## config.mk

```make
export PLATFORM = sky130hd
export DESIGN_NAME = serial_link_master
export DESIGN_NICKNAME = d
export VERILOG_FILES = /design/src/rtl/serial_link_master.sv
export SDC_FILE = /design/constraint.sdc
export NUM_CORES = 1
export LEC_CHECK = 0
export ABC_AREA = 1
export BUFFER_PORTS_ARGS = -buffer_cell sky130_fd_sc_hd__buf_2
export CELL_PAD_IN_SITES_DETAIL_PLACEMENT = 0
export CELL_PAD_IN_SITES_GLOBAL_PLACEMENT = 1
export CORE_MARGIN = 10
export CORE_UTILIZATION = 43
export CTS_CLUSTER_DIAMETER = 120
export CTS_CLUSTER_SIZE = 10
export DETAILED_ROUTE_END_ITERATION = 16
export PLACE_DENSITY = 0.92
export SLEW_MARGIN = 5
export SYNTH_ARGS = -nofsm -noshare
export SYNTH_HDL_FRONTEND = slang
export SYNTH_SLANG_ARGS = --single-unit
```

## constraint.sdc

```tcl
create_clock -name clk -period 1.9 [get_ports clk]
set_input_delay 0.38 -clock clk [delete_from_list [all_inputs] [get_ports clk]]
set_output_delay 0.38 -clock clk [all_outputs]
set_load 0.05 [all_outputs]
```

## src/rtl/serial_link_master.sv

```systemverilog
// serial_gen2 bus initiator: programs the divider, polls status and
// moves bytes between the fabric streams and the UART register port.
`timescale 1ns/1ps

module serial_link_master #(
    parameter logic [15:0] DEFAULT_DIV = 16'd434,
    parameter int          POLL_GAP    = 4
) (
    input  logic        clk,
    input  logic        reset_n,
    output logic [1:0]  bus_addr,
    output logic        bus_en,
    output logic        bus_wren,
    output logic        bus_ren,
    output logic [7:0]  bus_wdata,
    input  logic [7:0]  bus_rdata,
    input  logic [15:0] cfg_div,
    input  logic        cfg_load,
    input  logic        tx_valid,
    input  logic [7:0]  tx_byte,
    output logic        tx_accept,
    output logic        rx_valid,
    output logic [7:0]  rx_byte,
    input  logic        rx_ack,
    output logic        tx_err,
    output logic        rx_err,
    input  logic        err_clear,
    output logic        cfg_busy
);

    typedef enum logic [3:0] {
        CFG_L, CFG_H, GAP, POLL, PWAIT, PCAP, RD, RWAIT, RCAP, WR
    } state_t;

    localparam logic [7:0] GAP_LAST = 8'(POLL_GAP - 1);

    localparam logic [1:0] A_DATA = 2'b00;
    localparam logic [1:0] A_STAT = 2'b01;
    localparam logic [1:0] A_DIVL = 2'b10;
    localparam logic [1:0] A_DIVH = 2'b11;

    state_t      state_q, state_d;
    state_t      gap_entry;
    logic [15:0] div_q;
    logic [7:0]  div_hi_q;
    logic        pend_q;
    logic [7:0]  gap_cnt_q;
    logic        tx_full_q;
    logic [7:0]  tx_hold_q;
    logic        last_rd_q;

    logic [1:0]  addr_d;
    logic [7:0]  wdata_d;
    logic        en_d, wren_d, ren_d;
    logic        rx_load, tx_drain;
    logic        set_txe, set_rxe;
    logic        serve_rd, serve_wr;
    logic        rd_ok, wr_ok;
    logic        cfg_start;

    assign tx_accept = tx_valid & ~tx_full_q & reset_n;
    assign cfg_start = (state_d == CFG_L) && (state_q != CFG_L);

    // Each state decides the bus cycle that appears one clock later.
    always_comb begin
        state_d  = state_q;
        addr_d   = bus_addr;
        wdata_d  = bus_wdata;
        en_d     = 1'b0;
        wren_d   = 1'b0;
        ren_d    = 1'b0;
        rx_load  = 1'b0;
        tx_drain = 1'b0;
        set_txe  = 1'b0;
        set_rxe  = 1'b0;
        serve_rd = 1'b0;
        serve_wr = 1'b0;
        rd_ok    = bus_rdata[3] & ~rx_valid;
        wr_ok    = bus_rdata[2] & tx_full_q;
        if (POLL_GAP == 0) begin
            gap_entry = pend_q ? CFG_L : POLL;
        end else begin
            gap_entry = GAP;
        end

        unique case (state_q)
            CFG_L: begin
                en_d    = 1'b1;
                wren_d  = 1'b1;
                addr_d  = A_DIVL;
                wdata_d = div_q[7:0];
                state_d = CFG_H;
            end
            CFG_H: begin
                en_d    = 1'b1;
                wren_d  = 1'b1;
                addr_d  = A_DIVH;
                wdata_d = div_hi_q;
                state_d = gap_entry;
            end
            GAP: begin
                if (pend_q) begin
                    state_d = CFG_L;
                end else if (gap_cnt_q == GAP_LAST) begin
                    state_d = POLL;
                end
            end
            POLL: begin
                en_d    = 1'b1;
                ren_d   = 1'b1;
                addr_d  = A_STAT;
                state_d = PWAIT;
            end
            PWAIT: state_d = PCAP;
            PCAP: begin
                set_txe = bus_rdata[0];
                set_rxe = bus_rdata[1];
                if (rd_ok && (!wr_ok || !last_rd_q)) begin
                    serve_rd = 1'b1;
                    state_d  = RD;
                end else if (wr_ok) begin
                    serve_wr = 1'b1;
                    state_d  = WR;
                end else begin
                    state_d  = gap_entry;
                end
            end
            RD: begin
                en_d    = 1'b1;
                ren_d   = 1'b1;
                addr_d  = A_DATA;
                state_d = RWAIT;
            end
            RWAIT: state_d = RCAP;
            RCAP: begin
                rx_load = 1'b1;
                state_d = gap_entry;
            end
            WR: begin
                en_d     = 1'b1;
                wren_d   = 1'b1;
                addr_d   = A_DATA;
                wdata_d  = tx_hold_q;
                tx_drain = 1'b1;
                state_d  = gap_entry;
            end
            default: state_d = CFG_L;
        endcase
    end

    always_ff @(posedge clk or negedge reset_n) begin
        if (!reset_n) begin
            state_q   <= CFG_L;
            bus_addr  <= 2'b00;
            bus_en    <= 1'b0;
            bus_wren  <= 1'b0;
            bus_ren   <= 1'b0;
            bus_wdata <= 8'h00;
            cfg_busy  <= 1'b1;
            div_q     <= DEFAULT_DIV;
            div_hi_q  <= 8'h00;
            pend_q    <= 1'b0;
            gap_cnt_q <= 8'h00;
            tx_full_q <= 1'b0;
            tx_hold_q <= 8'h00;
            rx_valid  <= 1'b0;
            rx_byte   <= 8'h00;
            tx_err    <= 1'b0;
            rx_err    <= 1'b0;
            last_rd_q <= 1'b0;
        end else begin
            state_q   <= state_d;
            bus_addr  <= addr_d;
            bus_en    <= en_d;
            bus_wren  <= wren_d;
            bus_ren   <= ren_d;
            bus_wdata <= wdata_d;
            cfg_busy  <= (state_q == CFG_L) || (state_q == CFG_H);
            gap_cnt_q <= (state_q == GAP) ? gap_cnt_q + 8'd1 : 8'd0;

            // High byte frozen at CFG_L so a late cfg_load cannot mix halves.
            if (state_q == CFG_L) begin
                div_hi_q <= div_q[15:8];
            end
            if (cfg_load) begin
                div_q  <= cfg_div;
                pend_q <= 1'b1;
            end else if (cfg_start) begin
                pend_q <= 1'b0;
            end

            if (tx_accept) begin
                tx_full_q <= 1'b1;
                tx_hold_q <= tx_byte;
            end else if (tx_drain) begin
                tx_full_q <= 1'b0;
            end

            if (rx_load) begin
                rx_valid <= 1'b1;
                rx_byte  <= bus_rdata;
            end else if (rx_ack && rx_valid) begin
                rx_valid <= 1'b0;
            end

            if (set_txe) begin
                tx_err <= 1'b1;
            end else if (err_clear) begin
                tx_err <= 1'b0;
            end
            if (set_rxe) begin
                rx_err <= 1'b1;
            end else if (err_clear) begin
                rx_err <= 1'b0;
            end

            if (serve_rd) begin
                last_rd_q <= 1'b1;
            end else if (serve_wr) begin
                last_rd_q <= 1'b0;
            end
        end
    end

endmodule
```

==> flow_summary.json <==
{
  "worstReg2RegEnd": "bus_wdata[5]$_DFFE_PN0P_",
  "r2r_start": "state_q[1]$_DFF_PN0_",
  "finalHoldViolCount": 0,
  "syn_avg_cell_area_um2": 8.82,
  "reg2regPathDepth": 6,
  "p_per_area_nw_per_um2": 1660,
  "syn_inst": 349,
  "worstSetupPathType": "register to output port",
  "syn-cell-area_um2": 3080,
  "hold_end": "tx_hold_q[2]$_DFFE_PN0P_",
  "ys_warn_count": 0,
  "core_area_um2": 6870,
  "status": "completed",
  "track_usage_pct": 12.4,
  "clk_pin_slew_ns": 0.07,
  "min_path_type": "primary input to register",
  "synthTopCellsByCount": "nand2_1, dfrtp_1, inv_1",
  "dp_hpwl_um": 4970,
  "yosys.area.top_type": "dfrtp_1",
  "start_util_pct": 44.8,
  "drv_cap": 0,
  "routed-wl-met2_um": 3080,
  "fillers": 668,
  "crit_chain": "inv_1 > nand3_1 > clkinv_1 > buf_2",
  "synth_seq_cells": 72,
  "yosysMostFrequentCell": "nand2_1",
  "cp.arrival_ns": 1.39,
  "critical_path_peak_fanout": 5,
  "wl_met3_um": 371,
  "hold_buffers": 0,
  "antenna_found_initial": 0,
  "post_drt_wl_per_cell_um": 12.8,
  "synthArstFlopShare_pct": 100,
  "multi_input_comb_area_um2": 1060,
  "seq_area_um2": 1810,
  "final-setup-viol-count": 0,
  "synth_top_area_share_pct": 53.7,
  "setup_tns_ns": 0,
  "clock-sinks": 72,
  "end_kind": "output port",
  "antennaDiodeCount": 0,
  "p_leak_uw": 0.00191,
  "syn2layout_area_growth_pct": 20.2,
  "die_y_um": 105,
  "grt_pass1_vias": 2572,
  "skew_ns": 0.00676,
  "min_period_ns": 1.77,
  "tightest_slew_ns": 0.875,
  "drtIter0Drc": 118,
  "critPathRequiredTime_ns": 1.52,
  "synth_cell_types": 30,
  "place.gp.congestion": 0.765,
  "vias_per_cell": 4.64,
  "max_freq_mhz": 565,
  "ff2ff_setup_slack_ns": 0.47,
  "top_layer": "met4",
  "dieArea_um2": 10900,
  "synth_ff_type": "dfrtp_1",
  "fin_util_pct": 53.8,
  "drive_gt1_share_pct": 25.6,
  "remaining_drc_errors": 0,
  "maxSlewHeadroom_pct": 41.6,
  "clk_latency_ns": 0.34,
  "pin_count": 64,
  "start_kind": "register",
  "grt_max_degree": 73,
  "wl_met1_um": 3160,
  "grt_remaining_overflow": 0,
  "h-tree-depth": 3,
  "min_delay_path_depth": 3,
  "synth_area_leaders": "dfrtp_1, nand2_1, dfstp_2",
  "synth_edf_count": 0,
  "cts_resized": 0,
  "ant_nets": 0,
  "clock_path_buffers": 2,
  "critPathMaxStageDelay_ns": 0.40,
  "fin_crit_sh_pct": 93.2,
  "cts_buffers": 9,
  "drt_wl_total_um": 6700,
  "nNetsFinal": 460,
  "path_buf_inv": 3,
  "worst_hold_slack_ns": 0.230,
  "io_buffers": 63,
  "cp_top_family": "buffers and inverters",
  "grt_pass1_wl_um": 11300,
  "firstDrtPassIters": 6,
  "cts_tree": "built",
  "root_buffer": "clkbuf_8",
  "vdd_ir_drop_max_uv": 770,
  "syn-num-nets": 388,
  "vias": 2424,
  "die_w_um": 105,
  "cp_slowest_cell": "dfrtp_1",
  "ys_seq_area_share_pct": 58.8,
  "rows": 30,
  "rsz0062_at_grt": "false",
  "slew_viol_final": 0,
  "cts_setup_buffers": 0,
  "min-delay-start": "tx_byte[2]"
}
[worst max-delay path by stage]
stage / start / to / slack (ns) / depth (start not counted)
finish: tx_full_q$_DFFE_PN0P_ / tx_accept / 0.13 / 4
global route: tx_full_q$_DFFE_PN0P_ / tx_accept / 0.06 / 4
CTS: tx_full_q$_DFFE_PN0P_ / tx_accept / 0.11 / 4
detailed placement: reset_n / tx_accept / 0.43 / 4
global placement: reset_n / tx_accept / 0.43 / 4
floorplan: tx_valid / tx_accept / 0.42 / 2
[state kept, by name, indices dropped and copies added (netlist names)]
name,cells
rx_byte,8
cfg_busy,1
tx_hold_q,8
bus_wdata,8
bus_ren,1
state_q,4
bus_addr,2
last_rd_q,1
div_q,16
gap_cnt_q,8
div_hi_q,8
bus_en,1
rx_err,1
tx_full_q,1
rx_valid,1
tx_err,1
bus_wren,1
pend_q,1
[where the power goes]
group,leakage [µW],switching [µW],internal (µW)
clock,0.000100,533,637
sequential,0.000880,296,2060
combinational,0.000929,1940,675
[cell usage in the layout, fill, tap and decap left out, types with 8 or more instances in the layout]
cell type,n
o21ai_1,9
o21ai_0,27
inv_1,37
clkbuf_8,10
nand2_1,115
a21oi_1,8
buf_2,63
nand3_1,24
nor2_1,16
dfrtp_1,66
[worst reg2reg max path, cell delays in order, from the launching register on]
cell and delay, ns:
dfrtp_1 0.48, nor2_4 0.21, nand2_4 0.12, inv_2 0.18, o21ai_0 0.11, a21oi_1 0.14, a21oi_1 0.08
[per-layer routing]
metal	global-route usage, %	vias up
met5	0	-
met4	4.71	0
met3	3.75	11
met2	20.7	62
met1	14.8	1111
li1	-	1240
[kinds of logic after synthesis]
family / count (synthesis) / share of synthesized area, %
AOI/OAI and AO/OA: 46 / 7.64
adders and majority gates: 1 / 0.406
buffers and inverters: 51 / 6.71
DFF: 72 / 58.8
and+or+nand+nor: 179 / 26.5
[through the flow]
stage / total power (µW) / std cells / setup slack (ns) / cell area [µm²]
2_1_floorplan: 4380 / 349 / 0.424 / 3080
4_1_cts: 6210 / 522 / 0.112 / 3700
5_1_grt: 6560 / 522 / 0.0558 / 3700
3_3_place_gp: 4970 / 506 / 0.433 / 3510
6_report: 6140 / 522 / 0.130 / 3700
3_5_place_dp: 5030 / 506 / 0.430 / 3510
[layout make-up]
cell class / count / area share [%]
sequential: 72 / 48.9
tap: 96 / 3.25
timing repair buffer: 67 / 9.34
clock buffer: 12 / 3.92
inverter: 45 / 4.63
clock inverter: 4 / 1.22
multi-input combinational: 226 / 28.7
Power figures use the tool's default switching activity.
